===== src/rtl/sram_arbiter.sv =====
`default_nettype none
// ============================================================================
// Module      : sram_arbiter
// Description : Shares one asynchronous SRAM between two requesters.
//               Port 0 is the LC-3 datapath (fetch, LDR, STR). Port 1 is the
//               loader/debug port. Grants are round-robin. Each access runs
//               IDLE -> SETUP -> ACCESS (ACCESS_CYCLES) -> DONE and returns a
//               one-cycle ack to the requester that was granted. All outputs
//               are registered.
// Revision    : 1.0 - initial release
// ----------------------------------------------------------------------------
// Ports
//   Clk, Reset            : clock, synchronous active-high reset
//   req0/we0/addr0/wdata0 : port 0 request, direction, address, write data
//   ack0                  : port 0 one-cycle completion pulse
//   req1/we1/addr1/wdata1 : port 1 request, direction, address, write data
//   ack1                  : port 1 one-cycle completion pulse
//   rdata                 : read data, valid in the ack cycle, held until the
//                           next read completes
//   busy                  : high in every state except IDLE
//   Mem_ADDR/Mem_Dout     : SRAM address and write data
//   Mem_Din               : SRAM read data
//   Mem_Dout_en           : tristate enable for Mem_Dout
//   Mem_CE/OE/WE/UB/LB    : SRAM strobes, active-low
// ============================================================================
module sram_arbiter #(
  parameter int ADDR_W        = 20,
  parameter int DATA_W        = 16,
  parameter int ACCESS_CYCLES = 2    // legal range 1..15
) (
  input  logic              Clk,
  input  logic              Reset,
  input  logic              req0,
  input  logic              we0,
  input  logic [ADDR_W-1:0] addr0,
  input  logic [DATA_W-1:0] wdata0,
  output logic              ack0,
  input  logic              req1,
  input  logic              we1,
  input  logic [ADDR_W-1:0] addr1,
  input  logic [DATA_W-1:0] wdata1,
  output logic              ack1,
  output logic [DATA_W-1:0] rdata,
  output logic              busy,
  output logic [ADDR_W-1:0] Mem_ADDR,
  output logic [DATA_W-1:0] Mem_Dout,
  input  logic [DATA_W-1:0] Mem_Din,
  output logic              Mem_Dout_en,
  output logic              Mem_CE,
  output logic              Mem_OE,
  output logic              Mem_WE,
  output logic              Mem_UB,
  output logic              Mem_LB
);

  typedef enum logic [1:0] {
    IDLE   = 2'd0,
    SETUP  = 2'd1,
    ACCESS = 2'd2,
    DONE   = 2'd3
  } state_t;

  localparam logic [3:0] CNT_LOAD = 4'(ACCESS_CYCLES - 1);

  state_t            state, state_nxt;
  logic [3:0]        cnt, cnt_nxt;
  logic              sel, sel_nxt;            // granted port
  logic              we_lat, we_lat_nxt;      // latched direction
  logic              last_grant, last_grant_nxt;

  logic              ack0_nxt, ack1_nxt, busy_nxt;
  logic [DATA_W-1:0] rdata_nxt;
  logic [ADDR_W-1:0] addr_nxt;
  logic [DATA_W-1:0] dout_nxt;
  logic              dout_en_nxt, ce_nxt, oe_nxt, we_nxt;

  logic              grant0, grant1;

  // Port 0 wins unless port 1 is also requesting and port 0 went last.
  assign grant0 = req0 & (~req1 | last_grant);
  assign grant1 = req1 & ~grant0;

  // Outputs are registered, so every *_nxt value below describes the cycle
  // after the edge, i.e. the strobes belonging to state_nxt. Mem_ADDR and
  // Mem_Dout are loaded at grant and held, which makes them the latched copy
  // of the request address and write data.
  always_comb begin
    state_nxt      = state;
    cnt_nxt        = cnt;
    sel_nxt        = sel;
    we_lat_nxt     = we_lat;
    last_grant_nxt = last_grant;
    ack0_nxt       = 1'b0;
    ack1_nxt       = 1'b0;
    busy_nxt       = 1'b1;
    rdata_nxt      = rdata;
    addr_nxt       = Mem_ADDR;
    dout_nxt       = Mem_Dout;
    dout_en_nxt    = 1'b0;
    ce_nxt         = 1'b1;
    oe_nxt         = 1'b1;
    we_nxt         = 1'b1;

    unique case (state)
      IDLE: begin
        busy_nxt = 1'b0;
        if (grant0 || grant1) begin
          state_nxt      = SETUP;
          busy_nxt       = 1'b1;
          sel_nxt        = grant1;
          last_grant_nxt = grant1;
          we_lat_nxt     = grant1 ? we1 : we0;
          addr_nxt       = grant1 ? addr1 : addr0;
          ce_nxt         = 1'b0;
          if (grant1 ? we1 : we0) begin
            dout_nxt    = grant1 ? wdata1 : wdata0;
            dout_en_nxt = 1'b1;
          end
        end
      end

      SETUP: begin
        state_nxt = ACCESS;
        cnt_nxt   = CNT_LOAD;
        ce_nxt    = 1'b0;
        if (we_lat) begin
          we_nxt      = 1'b0;
          dout_en_nxt = 1'b1;
        end else begin
          oe_nxt = 1'b0;
        end
      end

      ACCESS: begin
        ce_nxt = 1'b0;
        if (cnt == 4'd0) begin
          state_nxt   = DONE;
          // Keep driving the bus through DONE for write data hold time.
          dout_en_nxt = we_lat;
          if (!we_lat) begin
            rdata_nxt = Mem_Din;
          end
          ack0_nxt = ~sel;
          ack1_nxt = sel;
        end else begin
          cnt_nxt = cnt - 4'd1;
          if (we_lat) begin
            we_nxt      = 1'b0;
            dout_en_nxt = 1'b1;
          end else begin
            oe_nxt = 1'b0;
          end
        end
      end

      DONE: begin
        state_nxt = IDLE;
        busy_nxt  = 1'b0;
      end

      default: begin
        state_nxt = IDLE;
        busy_nxt  = 1'b0;
      end
    endcase
  end

  always_ff @(posedge Clk) begin
    if (Reset) begin
      state       <= IDLE;
      cnt         <= 4'd0;
      sel         <= 1'b0;
      we_lat      <= 1'b0;
      last_grant  <= 1'b1;
      ack0        <= 1'b0;
      ack1        <= 1'b0;
      busy        <= 1'b0;
      rdata       <= '0;
      Mem_ADDR    <= '0;
      Mem_Dout    <= '0;
      Mem_Dout_en <= 1'b0;
      Mem_CE      <= 1'b1;
      Mem_OE      <= 1'b1;
      Mem_WE      <= 1'b1;
      Mem_UB      <= 1'b1;
      Mem_LB      <= 1'b1;
    end else begin
      state       <= state_nxt;
      cnt         <= cnt_nxt;
      sel         <= sel_nxt;
      we_lat      <= we_lat_nxt;
      last_grant  <= last_grant_nxt;
      ack0        <= ack0_nxt;
      ack1        <= ack1_nxt;
      busy        <= busy_nxt;
      rdata       <= rdata_nxt;
      Mem_ADDR    <= addr_nxt;
      Mem_Dout    <= dout_nxt;
      Mem_Dout_en <= dout_en_nxt;
      Mem_CE      <= ce_nxt;
      Mem_OE      <= oe_nxt;
      Mem_WE      <= we_nxt;
      // Word accesses only: byte enables follow chip enable.
      Mem_UB      <= ce_nxt;
      Mem_LB      <= ce_nxt;
    end
  end

endmodule
`default_nettype wire


===== config.mk =====
export PLATFORM = sky130hd
export DESIGN_NAME = sram_arbiter
export DESIGN_NICKNAME = d
export VERILOG_FILES = /design/src/rtl/sram_arbiter.sv
export SDC_FILE = /design/constraint.sdc
export NUM_CORES = 1
export LEC_CHECK = 0
export ABC_CLOCK_PERIOD_IN_PS = 2200
export CORE_MARGIN = 3
export CORE_UTILIZATION = 35
export CTS_CLUSTER_DIAMETER = 120
export DETAILED_ROUTE_END_ITERATION = 12
export GPL_ROUTABILITY_DRIVEN = 0
export PLACE_DENSITY_LB_ADDON = 0.15
export RECOVER_POWER = 100
export SYNTH_ARGS = -nofsm -noshare
export SYNTH_HDL_FRONTEND = slang
export SYNTH_SLANG_ARGS = --single-unit
export TNS_END_PERCENT = 20

===== constraint.sdc =====
create_clock -name Clk -period 2.2 [get_ports Clk]
set_input_delay 0.33 -clock Clk [delete_from_list [all_inputs] [get_ports Clk]]
set_output_delay 0.33 -clock Clk [all_outputs]
set_load 0.01 [all_outputs]

=== After elaboration in Yosys (flattened, before gate mapping) ===
Index checks and enable logic that the tools add are counted.

* Bits in registers: 68

* Reductions and logical operators: 11
* Bitwise operators: 9
* Add/subtract/negate cells: 1
* Equal/unequal tests: 6
* Muxes and demuxes: 22

{| class="wikitable"
|+ Operator list
! cell !! count
|-
| $mux 20 || 1
|-
| $mux 16 || 1
|-
| $mux 1 || 10
|-
| $pmux 1 s2 || 4
|-
| $pmux 2 s4 || 1
|-
| $pmux 4 s2 || 1
|-
| $ne 2x2->1 const B || 3
|-
| $not 1->1 || 6
|-
| $reduce_and 2->1 || 3
|-
| $reduce_and 3->1 || 2
|-
| $eq 2x2->1 const B || 2
|-
| $logic_not 4->1 || 1
|-
| $mux 2 || 2
|-
| $mux 4 || 1
|-
| $sub 4x1->4 const B || 1
|-
| $pmux 1 s3 || 1
|-
| $reduce_or 3->1 || 1
|-
| $and 1x1->1 || 2
|-
| $eq 2x1->1 const B || 1
|-
| $logic_not 2->1 || 1
|-
| $reduce_bool 2->1 || 1
|-
| $reduce_or 2->1 || 1
|-
| $logic_or 1x1->1 || 1
|-
| $or 1x1->1 || 1
|}

=== Longest topological paths before layout ===
Gate-level depths: netlist of the first run.

* Depth in word-level cells: 9
* Mapped depth: 9

=== Worst setup path before layout of the first run ===
OpenSTA, ideal clock, no wires.

* Kind: register to register
* From: reg state[0]
* To: reg rdata[0]
* Library setup time: 0.132 ns
* Data required time: 2.068 ns
* Stages on the path, launching flop included: 10
* Path slack: 0.487 ns
* Data arrival time: 1.581 ns
* Buffers on the path: 3
* Path through: dfxtp_1 -> inv_1 -> ha_1 -> nand4bb_1 -> clkbuf_1 -> or2_2 -> clkbuf_2 -> buf_4 -> nand2_1 -> a21oi_1

* Word-level cells in the longest chain between the ends: 2

{| class="wikitable"
|+ RTL lines
! element !! line !! RTL
|-
| start: declaration || 65 || <nowiki>state_t state, state_nxt;</nowiki>
|-
| start signal: assignment || 188 || <nowiki>state <= state_nxt;</nowiki>
|-
| $eq 2x2->1 || 104 || <nowiki>unique case (state)</nowiki>
|-
| $reduce_and 3->1 (no source line) || - ||
|-
| end signal: assignment || 196 || <nowiki>rdata <= rdata_nxt;</nowiki>
|-
| end: declaration || 43 || <nowiki>output logic [DATA_W-1:0] rdata,</nowiki>
|}

Every way passes these cells.
A chain may end at the register's enable or synchronous reset.

=== Final worst setup path of the first run ===
* From: reg state[0]
* To: reg rdata[15]

Same word-level chain as after synthesis.

==> results of run 1 <==
## cell type report
cell class / count / area share
inverter: 6 / 0.00472
clock inverter: 4 / 0.0147
timing repair buffer: 162 / 0.341
sequential: 68 / 0.285
tap: 105 / 0.0276
clock buffer: 12 / 0.0346
multi-input combinational: 216 / 0.292
## placed cells by master (no fill, tap or decap), types with 2 or more instances in the layout
cell             Yosys  final
nor2b_1              3      3
nor3_1               5      5
a211oi_1            28     37
clkinv_2             0      2
dlygate4sd3_1        0     62
a32o_1               2      2
mux2i_1             36     36
buf_12               0      3
o21ai_0              4      4
clkdlybuf4s50_1      0     91
bufinv_16            0      2
dfxtp_1             68     68
inv_1                6      6
nor2_1              25     25
buf_4                4      2
clkbuf_1            12      2
nand2_1             42     42
clkbuf_8             0     12
nor3b_1              2      2
ha_1                 7      7
a21oi_1             38     38
## state kept, by name (all words and copies together) (netlist names), 2 cells and up
register and flops:
Mem_ADDR 20, cnt 4, rdata 16, Mem_Dout 16, state 2
## worst max path at each step
stage	cells past startpoint	endpoint	slack (ns)
floorplan	9	rdata[0]	0.49
global placement	6	Mem_Dout[0]	0.27
CTS	6	cnt[3]	0.52
global route	8	rdata[15]	0.23
detailed placement	6	Mem_Dout[5]	0.15
finish	8	rdata[15]	0.40
## logic make-up (layout without fill, tap and decap cells)
| kind of cell | count (synthesis) | count (layout) | synth area share |
|---|---|---|---|
| adders and majority gates | 7 | 7 | 0.0294 |
| muxes | 36 | 36 | 0.121 |
| and+or+nand+nor | 86 | 86 | 0.127 |
| buffers and inverters | 33 | 184 | 0.0630 |
| DFF | 68 | 68 | 0.457 |
| AOI/OAI and AO/OA | 87 | 87 | 0.203 |
## layer usage
metal | up-vias | share of wire | GRT usage
met4 | 0 | 0.0091 | 0.0441
met1 | 1239 | 0.40 | 0.188
li1 | 1414 | - | -
met3 | 9 | 0.081 | 0.0736
met5 | - | 0 | 0
met2 | 84 | 0.51 | 0.300
## stage by stage
step	instances	setup WS [ns]
6_report	573	0.403
5_1_grt	573	0.226
4_1_cts	573	0.521
3_5_place_dp	557	0.149
3_3_place_gp	557	0.271
2_1_floorplan	317	0.487
## where the power goes
part           internal (mW)  leakage (nW)  switching, mW
Sequential              1.56         0.559          0.169
Combinational           1.01          1.23           1.07
Clock                  0.728         0.122          0.470
Total                   3.30          1.91           1.71
## worst min-delay path: cells and delay by family (launching register included)
family	cells	cell delay, ns
AOI/OAI and AO/OA	1	0.05
DFF	1	0.31
and+or+nand+nor	1	0.05
==> out/qor.csv, run 1 <==
metric,value,unit
status,finished clean,
Final setup violation count,0,
yosys synthesis warning count,0,
CTS tree,yes,
power per cell area,1050,nW/um2
register bit total from synthesis,68,
Hold Path Sink,rdata[8],
Clock Pin Slew Worst Setup and Hold Paths,0.07,ns
Die Height,98.2,um
Synth cell types,34,
layout cells sized above 1,0.0598,
diodes inserted,0,
Hold/Removal Path Class,register to register,
CTS Buf Count,9,
most frequent cells after synthesis,"dfxtp_1, nand2_1, a21oi_1, mux2i_1, a211oi_1",
DRT Pass-1 Iters,4,
Max Clock Skew,0.00750,ns
Max Slew Vio Count,0,
synthesized cell area,2980,um2
# clock sinks,68,
Final Util,0.577,
Hold Crit Depth,2,
top post-synthesis cells by area,"dfxtp_1, mux2i_1, a211oi_1",
grt total ovfl,0,
FF-to-FF End,rdata[15],
"Hold Vio Cnt, Final",0,
Slew @ Worst Pin,0.816,ns
initial DRC count,31,
vias in the first global route,2711,
port bufs,154,
crit path cell chain,inv_1 > ha_1 > nand4bb_1 > clkbuf_1 > nor2_1 > clkbuf_2 > nand2_1 > a21oi_1,
Pwr Total,5.02,mW
Clk Tree Root Cell,clkbuf_8,
DP HPWL,5950,um
hold slack,0.452,ns
static leakage,1.91,nW
initial antenna violation count,0,
# rows,33,
WP data required,2.39,ns
Ports,155,
die span in x,98.2,um
placed cell area,4590,um2
Seq. cell area,1360,um2
first-pass GRT wire length,13400,um
Tcrit/Tclk final,0.817,
Post-route DRC,0,
worst-path fanout max,16,
Final Routed Wirelength,8160,um
setup TNS,0,ns
wire per inst,14.2,um
fill count,767,
WP buf/inv,3,
ys flop type,dfxtp_1,
Final nets,564,
Starting Density,0.361,
Period minus WS final,1.80,ns
reg2reg start,state[0],
"count leader, synth",dfxtp_1,
setup repair bufs after CTS,0,
clock latency on the worst-skew pair,0.34,ns
fmax,557,MHz
Slowest cell on crit path,dfxtp_1,
ys async rst share,0,
peak supply drop,0.000402,V
"Seq/Total Area, Yosys",0.457,
CTS Hold Buffers Added,0,
critical path class,register to register,
H-tree Lvls,3,
"EDFF count, synth",0,
via count,2746,
Setup crit start kind,register,
slowest cell delay on critical path,0.38,ns
CP endpoint kind,register,
Routed Antenna Nets,0,
Synth top area share,0.457,
cells on worst reg2reg path,8,
Cells after Synth,317,
post-synthesis net count,418,
Mean Syn Cell Area,9.39,um2
hold path start,rdata[8],
GRT Util Overall,0.170,
Slew HR,0.456,
CTS Buffer Depth,2,
CTS resizes,0,
largest net degree at the start of global routing,43,
CP Launch Point,state[0],
max cap viols,0,
Critical Path AT,1.98,ns
reg2reg setup slack,0.40,ns
post-route cell area,4770,um2
core area,8260,um2
Area Growth Syn to Fin,60.1,%
"area leader, netlist",dfxtp_1,
routed vias/inst,4.79,
Multi-input gate area,1390,um2
area of the die,9650,um2
Top delay family on crit path,buffers and inverters,
RSZ-0062 raised after global routing,false,
Power figures use the tool's default switching activity.
==> run 2, diff against run 1 <==
--- a/config.mk
+++ b/config.mk
@@ -5,7 +5,7 @@
 export SDC_FILE = /design/constraint.sdc
 export NUM_CORES = 1
 export LEC_CHECK = 0
-export ABC_CLOCK_PERIOD_IN_PS = 2200
+export ABC_CLOCK_PERIOD_IN_PS = 1600
 export CORE_MARGIN = 3
 export CORE_UTILIZATION = 35
 export CTS_CLUSTER_DIAMETER = 120
==> constraint.sdc (replaced) <==
create_clock -name Clk -period 1.6 [get_ports Clk]
set_input_delay 0.24 -clock Clk [delete_from_list [all_inputs] [get_ports Clk]]
set_output_delay 0.24 -clock Clk [all_outputs]
set_load 0.01 [all_outputs]
==> run 2 against run 1 <==
  * First-iteration DRC count decreased by 3.2%
  * Routed wire length down 4.3%
  * Worst hold slack lost 0.15 ns
  * Largest cell class unchanged
  * Highest routed layer unchanged
  * Core utilization grew 0.94 points
  * Register-to-register slack got worse by 0.32 ns
  * Combinational power increased by 47%
  * Worst setup slack got worse by 0.34 ns
  * Flip-flop and latch count stayed put
  * Clock-buffer cell count fell by 1
==> out/qor.csv, run 2 (synthesis gave the netlist of run 1 again) <==
metric,value,unit
max cap viols,0,
vias in the first global route,2779,
routed vias/inst,4.79,
most frequent cells in the layout,"clkdlybuf4s50_1, dfxtp_1, nand2_1",
CTS Buffer Depth,2,
Starting Density,0.361,
WP data required,1.36,ns
# clock sinks,68,
fmax,649,MHz
Post-route DRC,0,
crit path cell chain,dlygate4sd3_1,
core area,8260,um2
via count,2792,
CTS Buf Count,9,
"Hold Vio Cnt, Final",0,
hold slack,0.297,ns
power per cell area,1400,nW/um2
"most common cell after layout, fill and taps aside",clkdlybuf4s50_1,
DRT Pass-1 Iters,4,
reg2reg start,cnt[1],
clock latency on the worst-skew pair,0.34,ns
largest net degree at the start of global routing,42,
Routed Antenna Nets,0,
Area Growth Syn to Fin,62.7,%
die span in x,98.2,um
Clk Tree Root Cell,clkbuf_8,
Max Clock Skew,0.00914,ns
Period minus WS final,1.54,ns
CP endpoint kind,output port,
slowest cell delay on critical path,0.62,ns
hold path start,Reset,
Hold Crit Depth,2,
Hold Path Sink,cnt[3],
DP HPWL,5730,um
Tcrit/Tclk final,0.963,
Top delay family on crit path,buffers and inverters,
peak supply drop,0.000533,V
biggest regs,"Mem_ADDR (20), Mem_Dout (16), rdata (16)",
Slowest cell on crit path,dlygate4sd3_1,
Final Routed Wirelength,7810,um
Hold/Removal Path Class,input pin to register,
diodes inserted,0,
first-pass GRT wire length,12700,um
FF-to-FF End,cnt[3],
setup TNS,0,ns
placed instance count,567,
# rows,33,
critical path class,register to output port,
Slew HR,0.758,
grt total ovfl,0,
Layout Cells excl Fill,583,
Largest Register,Mem_ADDR,
RSZ-0062 raised after global routing,false,
port bufs,154,
wire per inst,13.4,um
initial DRC count,30,
H-tree Lvls,3,
Setup crit start kind,register,
static leakage,1.89,nW
area of the die,9650,um2
Max Slew Vio Count,0,
max reg flops,20,
status,finished clean,
CTS tree,yes,
WP buf/inv,1,
layout cells sized above 1,0.0983,
GRT Util Overall,0.161,
Clock Pin Slew Worst Setup and Hold Paths,0.07,ns
Slew @ Worst Pin,0.362,ns
initial antenna violation count,0,
cells on worst reg2reg path,6,
Final setup violation count,0,
Ports,155,
Final Util,0.587,
worst-path fanout max,2,
Die Height,98.2,um
pre-CTS setup slack,-0.195,ns
reg2reg setup slack,0.08,ns
setup slack after layout,0.0591,ns
Final nets,575,
Critical Path AT,1.30,ns
## run 2: what timing repair did
item / 4_1_cts / 5_1_grt
endpoints found under the hold margin: 0 / 0
setup buffers: 0 / 0
hold buffers: 0 / 0
gates cloned: 0 / 1
pin swaps: 0 / 1
resized for setup: 2 / 5
endpoints found under the setup margin: 1 / 41
## run 2: worst max-delay path by stage
stage | start | end | cells past startpoint
after floorplan | state[0] | rdata[0] | 9
after global placement | req1 | Mem_Dout[9] | 5
after detailed placement | req1 | Mem_Dout[5] | 6
after CTS | state[1] | Mem_Dout[5] | 5
after global routing | state[1] | Mem_ADDR[10] | 6
final | Mem_Dout[10] | Mem_Dout[10] | 1
## run 2: per-layer routing
layer  share of wire  vias up  global-route usage
met1            0.39     1254               0.173
met2            0.49       89               0.276
met4           0.018        0              0.0641
met5               0        -                   0
li1                -     1439                   -
met3           0.098       10              0.0721
## run 2: area by class of cell
type / instances / area [um2]
repair buffers: 172 / 1710
fillers: 758 / 3410
inverters: 6 / 22.5
clock buffers: 11 / 131
well taps: 105 / 131
clock inverters: 4 / 51.3
flip-flops and latches: 68 / 1360
multi-input cells: 217 / 1440
## run 2: report_power, final
| part | internal, mW | leakage, nW | switching [mW] | total [mW] |
|---|---|---|---|---|
| sequential | 2.15 | 0.560 | 0.240 | 2.39 |
| combinational | 1.58 | 1.24 | 1.49 | 3.07 |
| clock | 0.713 | 0.0894 | 0.635 | 1.35 |
| total | 4.45 | 1.89 | 2.36 | 6.81 |
## run 2: stage by stage
step	instance area (um2)	power [mW]
after detailed placement	4680	5.62
after global routing	4850	7.31
after global placement	4680	5.58
after floorplan	3000	4.19
after CTS	4870	7.00
final	4850	6.81
